===== config.mk =====
export PLATFORM = sky130hd
export DESIGN_NAME = pipe_add
export DESIGN_NICKNAME = d
export VERILOG_FILES = /design/src/rtl/pipe_add.sv
export SDC_FILE = /design/constraint.sdc
export NUM_CORES = 1
export LEC_CHECK = 0
export ABC_AREA = 1
export CORE_ASPECT_RATIO = 1.2
export CORE_MARGIN = 5
export CORE_UTILIZATION = 47
export DETAILED_ROUTE_END_ITERATION = 7
export PLACE_DENSITY_LB_ADDON = 0.2
export SLEW_MARGIN = 20
export SYNTH_ARGS = -nofsm -noshare
export SYNTH_HDL_FRONTEND = slang
export SYNTH_SLANG_ARGS = --single-unit
export TNS_END_PERCENT = 1

===== constraint.sdc =====
create_clock -name clk -period 2.55 [get_ports clk]
set_clock_uncertainty 0.2 [all_clocks]
set_input_delay 0.51 -clock clk [delete_from_list [all_inputs] [get_ports clk]]
set_output_delay 0.51 -clock clk [all_outputs]
set_load 0.005 [all_outputs]

===== src/rtl/pipe_add.sv =====
// Pipelined two-operand adder/subtractor. The carry chain is cut into STAGES equal
// segments, one per stage. Optional output saturation is enabled with PIPE_ADD_SAT_EN.
module pipe_add #(
  parameter int unsigned WIDTH  = 32,
  parameter int unsigned STAGES = 2
) (
  input  logic             clk,
  input  logic             reset,
  input  logic             in_valid,
  output logic             in_ready,
  input  logic [WIDTH-1:0] in0,
  input  logic [WIDTH-1:0] in1,
  input  logic             sub,
  input  logic             cin,
`ifdef PIPE_ADD_SAT_EN
  input  logic             sat,
`endif
  output logic             out_valid,
  input  logic             out_ready,
  output logic [WIDTH-1:0] out,
  output logic             carry,
  output logic             ovf
);

  localparam int unsigned SEG  = WIDTH / STAGES;
  localparam int unsigned LAST = STAGES - 1;

  logic [STAGES-1:0] v_q, v_d, c_q, c_d, ld_c;
  logic [WIDTH-1:0]  a_q [STAGES];
  logic [WIDTH-1:0]  a_d [STAGES];
  logic [WIDTH-1:0]  b_q [STAGES];
  logic [WIDTH-1:0]  b_d [STAGES];
  logic [WIDTH-1:0]  s_q [STAGES];
  logic [WIDTH-1:0]  s_d [STAGES];
  logic              ovf_q, ovf_d;

  logic [WIDTH-1:0]  src_a [STAGES];
  logic [WIDTH-1:0]  src_b [STAGES];
  logic [WIDTH-1:0]  src_s [STAGES];
  logic [STAGES-1:0] src_v, src_c;
  logic [SEG:0]      seg_c [STAGES];
  logic [WIDTH-1:0]  res_c;
  logic              msb_cin_c, ovf_raw_c;
`ifdef PIPE_ADD_SAT_EN
  logic [STAGES-1:0] sat_q, sat_d, src_sat;
`endif

  always_comb begin
    logic acc;
    acc = out_ready;
    ld_c = '0;
    // A stage may load if it or any stage downstream of it has a free slot.
    for (int k = int'(LAST); k >= 0; k--) begin
      acc = acc || !v_q[k];
      ld_c[k] = acc;
    end

    src_v[0] = in_valid;
    src_a[0] = in0;
    src_b[0] = sub ? ~in1 : in1;
    src_c[0] = sub | cin;
    src_s[0] = '0;
`ifdef PIPE_ADD_SAT_EN
    src_sat[0] = sat;
`endif
    for (int k = 1; k < int'(STAGES); k++) begin
      src_v[k] = v_q[k-1];
      src_a[k] = a_q[k-1];
      src_b[k] = b_q[k-1];
      src_c[k] = c_q[k-1];
      src_s[k] = s_q[k-1];
`ifdef PIPE_ADD_SAT_EN
      src_sat[k] = sat_q[k-1];
`endif
    end

    for (int k = 0; k < int'(STAGES); k++) begin
      seg_c[k] = {1'b0, src_a[k][k*SEG +: SEG]} + {1'b0, src_b[k][k*SEG +: SEG]}
               + (SEG+1)'(src_c[k]);
      v_d[k] = ld_c[k] ? src_v[k] : v_q[k];
      a_d[k] = a_q[k];
      b_d[k] = b_q[k];
      s_d[k] = s_q[k];
      c_d[k] = c_q[k];
`ifdef PIPE_ADD_SAT_EN
      sat_d[k] = sat_q[k];
`endif
      if (ld_c[k] && src_v[k]) begin
        a_d[k] = src_a[k];
        b_d[k] = src_b[k];
        s_d[k] = src_s[k];
        s_d[k][k*SEG +: SEG] = seg_c[k][SEG-1:0];
        c_d[k] = seg_c[k][SEG];
`ifdef PIPE_ADD_SAT_EN
        sat_d[k] = src_sat[k];
`endif
      end
    end

    // Last stage also derives the overflow flag and applies the optional clamp.
    res_c = src_s[LAST];
    res_c[LAST*SEG +: SEG] = seg_c[LAST][SEG-1:0];
    msb_cin_c = src_a[LAST][WIDTH-1] ^ src_b[LAST][WIDTH-1] ^ res_c[WIDTH-1];
    ovf_raw_c = msb_cin_c ^ seg_c[LAST][SEG];
`ifdef PIPE_ADD_SAT_EN
    if (src_sat[LAST] && ovf_raw_c) begin
      res_c = src_a[LAST][WIDTH-1] ? {1'b1, {(WIDTH-1){1'b0}}} : {1'b0, {(WIDTH-1){1'b1}}};
    end
`endif
    ovf_d = ovf_q;
    if (ld_c[LAST] && src_v[LAST]) begin
      s_d[LAST] = res_c;
      ovf_d = ovf_raw_c;
    end
  end

  always_ff @(posedge clk) begin
    if (reset) begin
      v_q   <= '0;
      c_q   <= '0;
      ovf_q <= 1'b0;
`ifdef PIPE_ADD_SAT_EN
      sat_q <= '0;
`endif
      for (int k = 0; k < int'(STAGES); k++) begin
        a_q[k] <= '0;
        b_q[k] <= '0;
        s_q[k] <= '0;
      end
    end else begin
      v_q   <= v_d;
      c_q   <= c_d;
      ovf_q <= ovf_d;
`ifdef PIPE_ADD_SAT_EN
      sat_q <= sat_d;
`endif
      for (int k = 0; k < int'(STAGES); k++) begin
        a_q[k] <= a_d[k];
        b_q[k] <= b_d[k];
        s_q[k] <= s_d[k];
      end
    end
  end

  assign in_ready  = ld_c[0];
  assign out_valid = v_q[LAST];
  assign out       = s_q[LAST];
  assign carry     = c_q[LAST];
  assign ovf       = ovf_q;

endmodule

Word level (Yosys, flattened, before mapping) --
Memories as Yosys holds them, arrays and structs flattened. Index checks and enable logic that the tools add are counted.
Storage, ports and cells: bits in registers 5, memory bits (writable) 192, input bits 70, logic and storage cells 47, output and inout port bits 36, memories kept 3
Operators by class: mux-type cells 16, equal/unequal tests 1, bitwise gates (word level) 11, add/sub/neg operators 4, reduce and logical (&&, ||, !) cells 7
Memory list:
- a_q | depth 2, bits a word 32, rd ports 1, clocked after Yosys merged registers in 0, wr ports 2, line 29 | logic [WIDTH-1:0] a_q [STAGES];
- b_q | depth 2, bits a word 32, rd ports 1, clocked after Yosys merged registers in 0, wr ports 2, line 31 | logic [WIDTH-1:0] b_q [STAGES];
- s_q | depth 2, bits a word 32, rd ports 2, clocked after Yosys merged registers in 0, wr ports 2, line 33 | logic [WIDTH-1:0] s_q [STAGES];
Operator list (number):
- 2-to-1 mux 32 bit | 13
- adder 16 x 16 -> 17 bit | 2
- adder 17 x 1 -> 17 bit | 2
- inverter 32 bit | 1
- bitwise OR 1 bit | 7
- 2-to-1 mux 1 bit | 3
- XOR 1 bit | 3
- logical AND 1 bit | 2
- zero test 1 bit | 2
- logical OR 1 bit | 2
- AND reduction 2 bit | 1
- != test 1 bit (second input constant) | 1

Longest topological paths before layout --
Gate-level depths: netlist (run 1).
depth after elaboration 6, depth in mapped cells 17, mapped depth without buffers 15

Worst setup path after synthesis (run 1) --
Ideal clock, no wire load.
kind input -> register, start input sub, end memory s_q[0][10], setup time 0.109 ns, cell stages on the path 16, buffers on the path 2, data arrival time 2.451 ns, required time 2.241 ns, slack -0.210 ns, cell sequence buf_2 buf_2 xor2_1 fa_1 inv_1 fa_1 inv_1 nand3_1 nand2_1 nand2_1 nand2_1 nand3_1 nand3_1 nand3_1 nand2_1 inv_1
RTL lines:
- from (decl) | line 13 | input logic sub,
- to (decl) | line 33

==> results of run 1 <==
-- layer usage --
metal	routed length (um)	track usage	part of all wire	vias to the layer above
met5	0	0	0	-
li1	-	-	-	2455
met1	5499	0.2427	0.43	2131
met4	286	0.07317	0.022	0
met3	433	0.03351	0.034	24
met2	6639	0.3675	0.52	96
-- per-stage QoR --
stage	setup WS [ns]	cells	area, sq um	util	TNS (ns)
6_report	0.08137	965	6912	0.6323	0
5_1_grt	-0.06307	965	6912	0.6323	-0.1112
4_1_cts	0.01542	963	6877	0.6291	0
3_5_place_dp	-0.3865	947	6568	0.6008	-2.773
3_3_place_gp	-0.3500	947	6568	0.6008	-2.044
2_1_floorplan	-0.02614	701	5240	-	-0.06032
-- Yosys cell counts, types with 2 or more instances --
| cell type | instances | area (sq um) |
|---|---|---|
| buf_4 | 2 | 15.01 |
| xnor2_1 | 21 | 183.9 |
| inv_1 | 107 | 401.6 |
| nor3_1 | 2 | 10.01 |
| inv_2 | 11 | 41.29 |
| a21o_1 | 3 | 22.52 |
| edfxtp_1 | 32 | 960.9 |
| clkbuf_1 | 5 | 18.77 |
| nand3_1 | 40 | 200.2 |
| nand3b_1 | 4 | 30.03 |
| nor2_1 | 98 | 367.9 |
| dfxtp_1 | 53 | 1061 |
| buf_2 | 11 | 55.05 |
| xor2_1 | 22 | 192.7 |
| a21oi_2 | 3 | 26.28 |
| o21bai_1 | 5 | 37.54 |
| o211ai_1 | 2 | 15.01 |
| a21oi_1 | 48 | 240.2 |
| nand2_2 | 5 | 31.28 |
| ha_1 | 30 | 375.4 |
| o21ai_0 | 38 | 190.2 |
| nor3_2 | 2 | 20.02 |
| fa_1 | 4 | 80.08 |
| buf_1 | 4 | 15.01 |
| nand2_1 | 139 | 521.8 |
-- worst max-delay path: stages --
cell	delay (ns)
clkdlybuf4s50_1	0.40
or2_4	0.25
fa_2	0.35
inv_2	0.08
fa_2	0.19
inv_1	0.04
nand3_1	0.07
nand2_2	0.08
nand2_1	0.09
nand2_2	0.08
nand3_2	0.08
nand2_1	0.05
nand2_1	0.05
nand3_1	0.06
nand2_1	0.08
inv_1	0.04
-- layout make-up --
type                       instances  area (sq um)  share of cell area
multi-input combinational        475          2651              0.3836
tap                              132         165.2             0.02390
clock inverter                     4         52.55            0.007603
timing repair buffer             139          1320              0.1910
inverter                         118         442.9             0.06408
clock buffer                      12         257.7             0.03729
sequential                        85          2022              0.2925
-- cell families after synthesis --
kind of cell	Yosys count	synth area share
flip-flops	85	0.3897
XOR/XNOR	43	0.07258
AND/OR/NAND/NOR	296	0.2349
buffers and inverters	141	0.1080
adder cells (fa/ha/maj)	34	0.08777
AO/OA/AOI/OAI	102	0.1071
-- final timing paths --
check	start	endpoint	slack (ns)	cells after the start
setup / recovery	cin	s_q[0][10]	0.08	16
hold / removal	s_q[0][3]	s_q[0][35]	0.26	2
setup reg to reg	c_q[0]	s_q[0][60]	0.18	12
hold reg to reg	s_q[0][3]	s_q[0][35]	0.26	2
-- sequential cells by signal, summed over array words and instances, names as in the netlist --
name  cells
s_q      48
a_q      16
b_q      16
c_q       2
v_q       2
ovf       1
-- repair_timing --
item | in CTS | in global routing
hold buffers | 0 | 0
setup endpoints to repair | 2 | 9
setup buffers | 0 | 2
pin swaps | 3 | 4
gates resized for setup | 1 | 4
-- power by group through the flow --
stage	Sequential, mW	Clock [mW]	Combinational, mW
2_1_floorplan	1.61	0	0.709
3_3_place_gp	1.62	0	1.14
6_report	1.59	1.35	1.17
3_5_place_dp	1.62	0	1.17
4_1_cts	1.59	1.37	1.17
5_1_grt	1.60	1.44	1.33
==> impl_metrics.env, run 1 <==
export IMPL_grt_pass1_vias=4908
export IMPL_avgSynthCellArea_sq_um=7.402
export IMPL_initial_core_util=0.4747
export IMPL_critical_path_class="in2reg"
export IMPL_finalSetupViolations=0
export IMPL_cp_start_kind="input pin"
export IMPL_first_pass_iters=4
export IMPL_period_minus_slack_ns=2.469
export IMPL_ant_nets=0
export IMPL_netlist_area_sq_um=5189
export IMPL_remaining_drc_errors=0
export IMPL_die_x_um=105.9
export IMPL_grt_max_degree=56
export IMPL_sw_frac_of_total=0.2932
export IMPL_synth_cell_types=35
export IMPL_die_y_um=125.1
export IMPL_power_frac_clock=0.328
export IMPL_hold_class="reg2reg"
export IMPL_place_gp_congestion=0.8436
export IMPL_mostFrequentLayoutCells="nand2_1 (136), inv_1 (106), clkdlybuf4s50_1 (102), nor2_1 (98), dfxtp_1 (53)"
export IMPL_clk_pin_slew_ns=0.06
export IMPL_drv_slew=0
export IMPL_cts_sinks=85
export IMPL_synthesis_nets=805
export IMPL_synthArstFlopShare=0
export IMPL_finalPower_mw=4.119
export IMPL_ys_seq_elements=85
export IMPL_yosys_most_used_dff="dfxtp_1"
export IMPL_antenna_found_initial=0
export IMPL_cap_violations=0
export IMPL_num_vias=4706
export IMPL_rows=42
export IMPL_drive_gt1_frac=0.1044
export IMPL_coreArea_sq_um=10930
export IMPL_final_common_cell="nand2_1"
export IMPL_area_growth_pct=33.20
export IMPL_drt_iter0_drc=215
export IMPL_io_buffer_count=105
export IMPL_finalCritPeriodShare=0.9681
export IMPL_fin_hold_ws_ns=0.2585
export IMPL_rsz0062_at_grt="true"
export IMPL_grt_overflow_total=0
export IMPL_io_pins=106
export IMPL_power_leakage_nw=3.360
export IMPL_switchingPower_mw=1.207
export IMPL_tightest_slew_ns=0.5767
export IMPL_comb_power_share=0.285
export IMPL_synth_seq_area_share=0.3897
export IMPL_clock_latency_ns=0.34
export IMPL_cp_arrival_ns=2.51
export IMPL_routed_wl_mm=12.86
export IMPL_grt_use_total=0.2037
export IMPL_nFillCells=1010
export IMPL_hold_viol_final=0
export IMPL_dp_hpwl_mm=10.19
export IMPL_cts_buffers=9
export IMPL_relSlewSlack=0.6155
export IMPL_irDropWorstVdd_mv=0.3028
export IMPL_crit_fanout=4
export IMPL_powerDensity_nw_per_um2=595.9
export IMPL_n_antenna_cell=0
export IMPL_fmax_mhz=405.1
export IMPL_clk_path_buf_depth=2
export IMPL_crit_required_ns=2.59
export IMPL_syn_instance_count=701
export IMPL_layout_nets=932
export IMPL_status="completed"
export IMPL_cts_tree="done"
export IMPL_dieArea_sq_um=13250
export IMPL_htreeDepth=3
export IMPL_wl_per_cell_um=13.32
export IMPL_grt_first_pass_wirelength_mm=22.20
export IMPL_clockRootBuffer="clkbuf_16"
export IMPL_p_int_mw=2.911
export IMPL_synth_edf_count=32
export IMPL_vias_per_cell=4.877
export IMPL_seqPwrFrac=0.386
export IMPL_yosysWarningCount=0
export IMPL_endpoint_kind="flip-flop"
Power figures use the tool's default switching activity.
==> run 2: changes to the inputs <==
--- a/config.mk
+++ b/config.mk
@@ -8,7 +8,7 @@
 export ABC_AREA = 1
 export CORE_ASPECT_RATIO = 1.2
 export CORE_MARGIN = 5
-export CORE_UTILIZATION = 47
+export CORE_UTILIZATION = 56
 export DETAILED_ROUTE_END_ITERATION = 7
 export PLACE_DENSITY_LB_ADDON = 0.2
 export SLEW_MARGIN = 20
==> constraint.sdc (replaced) <==
create_clock -name clk -period 3 [get_ports clk]
set_clock_uncertainty 0.2 [all_clocks]
set_input_delay 0.6 -clock clk [delete_from_list [all_inputs] [get_ports clk]]
set_output_delay 0.6 -clock clk [all_outputs]
set_load 0.005 [all_outputs]
==> impl_metrics.env, run 2 (synthesized netlist as in run 1, its figures left out) <==
export IMPL_antenna_found_initial=0
export IMPL_seqPwrFrac=0.450
export IMPL_largestRegisters="s_q: 48 flops, a_q: 16 flops, b_q: 16 flops"
export IMPL_cp_arrival_ns=2.73
export IMPL_finalPower_mw=3.007
export IMPL_die_x_um=97.87
export IMPL_cts_tree="done"
export IMPL_switchingPower_uw=985.8
export IMPL_dpl_instance_area_sq_um=6362
export IMPL_cts_hold_buf=0
export IMPL_layout_nets=908
export IMPL_initial_core_util=0.5744
export IMPL_routed_wl_mm=13.15
export IMPL_cts_buffers=9
export IMPL_fin_hold_ws_ns=0.2616
export IMPL_cp_common_cell="nand3_1"
export IMPL_drt_iter0_drc=285
export IMPL_vias_per_cell=5.085
export IMPL_status="completed"
export IMPL_fin_util=0.7230
export IMPL_grt_use_total=0.2388
export IMPL_grt_overflow_total=0
export IMPL_layout_cells_non_filler=929
export IMPL_n_antenna_cell=0
export IMPL_powerDensity_nw_per_um2=460.3
export IMPL_sw_frac_of_total=0.3279
export IMPL_nFillCells=725
export IMPL_dieArea_sq_um=11300
export IMPL_largest_register_ffs=48
export IMPL_drive_gt1_frac=0.06057
export IMPL_critical_path_class="in2reg"
export IMPL_endpoint_kind="flip-flop"
export IMPL_relSlewSlack=0.6213
export IMPL_fin_setup_tns_ns=0
export IMPL_clockRootBuffer="clkbuf_8"
export IMPL_p_int_mw=2.021
export IMPL_remaining_drc_errors=0
export IMPL_cts_setup_buffers=0
export IMPL_mostFrequentLayoutCells="nand2_1 (139), inv_1 (107), clkdlybuf4s50_1 (103), nor2_1 (98), dfxtp_1 (53)"
export IMPL_final_area_sq_um=6531
export IMPL_finalWorstSetupSlack_ns=0.3263
export IMPL_dp_hpwl_mm=10.29
export IMPL_cts_sinks=85
export IMPL_wl_per_cell_um=14.16
export IMPL_crit_path_cell_trace="clkdlybuf4s50_1 -> or2_2 -> fa_1 -> inv_1 -> fa_1 -> inv_1 -> nand3_1 -> nand2_1 -> buf_4 -> nand3_1 -> nand3_1 -> nand2_1 -> nand3_1 -> nand2_1 -> inv_1"
export IMPL_slowest_delay_ns=0.41
export IMPL_power_leakage_nw=3.163
export IMPL_slowest_stage="clkdlybuf4s50_1"
export IMPL_htreeDepth=3
export IMPL_finalSetupViolations=0
export IMPL_clock_latency_ns=0.35
export IMPL_ctsResizeCount=0
export IMPL_drv_slew=0
export IMPL_grt_max_degree=59
export IMPL_clk_pin_slew_ns=0.08
export IMPL_finalCritPeriodShare=0.8912
export IMPL_area_growth_pct=25.87
export IMPL_rsz0062_at_grt="false"
export IMPL_place_gp_congestion=0.8778
export IMPL_hold_class="reg2reg"
export IMPL_hold_viol_final=0
export IMPL_coreArea_sq_um=9034
export IMPL_placed_cells=913
export IMPL_num_vias=4724
export IMPL_first_pass_iters=5
export IMPL_top_register="s_q"
export IMPL_tightest_slew_ns=0.5681
export IMPL_cap_violations=0
export IMPL_cp_start_kind="input pin"
export IMPL_crit_fanout=3
export IMPL_comb_power_share=0.311
export IMPL_grt_pass1_vias=4797
export IMPL_io_pins=106
export IMPL_rows=38
export IMPL_fmax_mhz=374.0
export IMPL_io_buffer_count=105
export IMPL_grt_first_pass_wirelength_mm=21.87
export IMPL_die_y_um=115.4
export IMPL_clk_path_buf_depth=2
export IMPL_crit_required_ns=3.05
export IMPL_dp_slack_ns=-0.04831
export IMPL_period_minus_slack_ns=2.674
export IMPL_power_frac_clock=0.239
export IMPL_irDropWorstVdd_mv=0.2543
export IMPL_final_common_cell="nand2_1"
export IMPL_ant_nets=0
## run 2: cell types whose count changed in the layout (fill, tap and decap cells not counted), moves of 2 or more
cell	before	now
nand2_1	136	139
clkbuf_16	9	0
clkbuf_1	0	2
buf_4	32	8
clkbuf_8	2	9
clkinv_4	0	3
nand2_2	8	5
fa_1	1	4
fa_2	3	0
xnor2_1	19	21
xnor2_2	2	0
## run 2: routing by layer
metal	GRT usage	up-vias	part of all wire
li1	-	2407	-
met1	0.2741	2179	0.42
met2	0.4478	119	0.52
met3	0.04816	19	0.042
met4	0.07295	0	0.016
met5	0	-	0
## run 2: power by group through the flow
stage | clock network, mW | logic [mW] | registers [mW]
floorplan | 0 | 0.591 | 1.37
global placement | 0 | 0.907 | 1.37
detailed placement | 0 | 0.932 | 1.38
CTS | 0.736 | 0.937 | 1.35
global route | 0.782 | 1.05 | 1.36
finish | 0.719 | 0.935 | 1.35
## run 2: area by class of cell
class                           instances  area, sq um  area share
Clock buffer                           11        131.4     0.02011
Timing Repair Buffer                  115         1141      0.1747
Tap cell                              120        150.1     0.02299
Multi-Input combinational cell        475         2606      0.3990
Clock inverter                          5        37.54    0.005747
Sequential cell                        85         2022      0.3096
Inverter                              118        442.9     0.06782
## run 2: path summary, 6_finish.rpt
check,startpoint,end,slack [ns],cells after the start
worst max-delay path,cin,s_q[0][12],0.33,15
worst min-delay path,s_q[0][8],s_q[0][40],0.26,2
worst max register to register,a_q[0][16],s_q[0][60],0.55,12
worst min register to register,s_q[0][8],s_q[0][40],0.26,2
## run 2: worst max-delay path, delay by kind of cell
family                     cells  cell delay (ns)
buffers and inverters          5             0.73
adders and majority gates      2             0.57
and+or+nand+nor                8             0.83
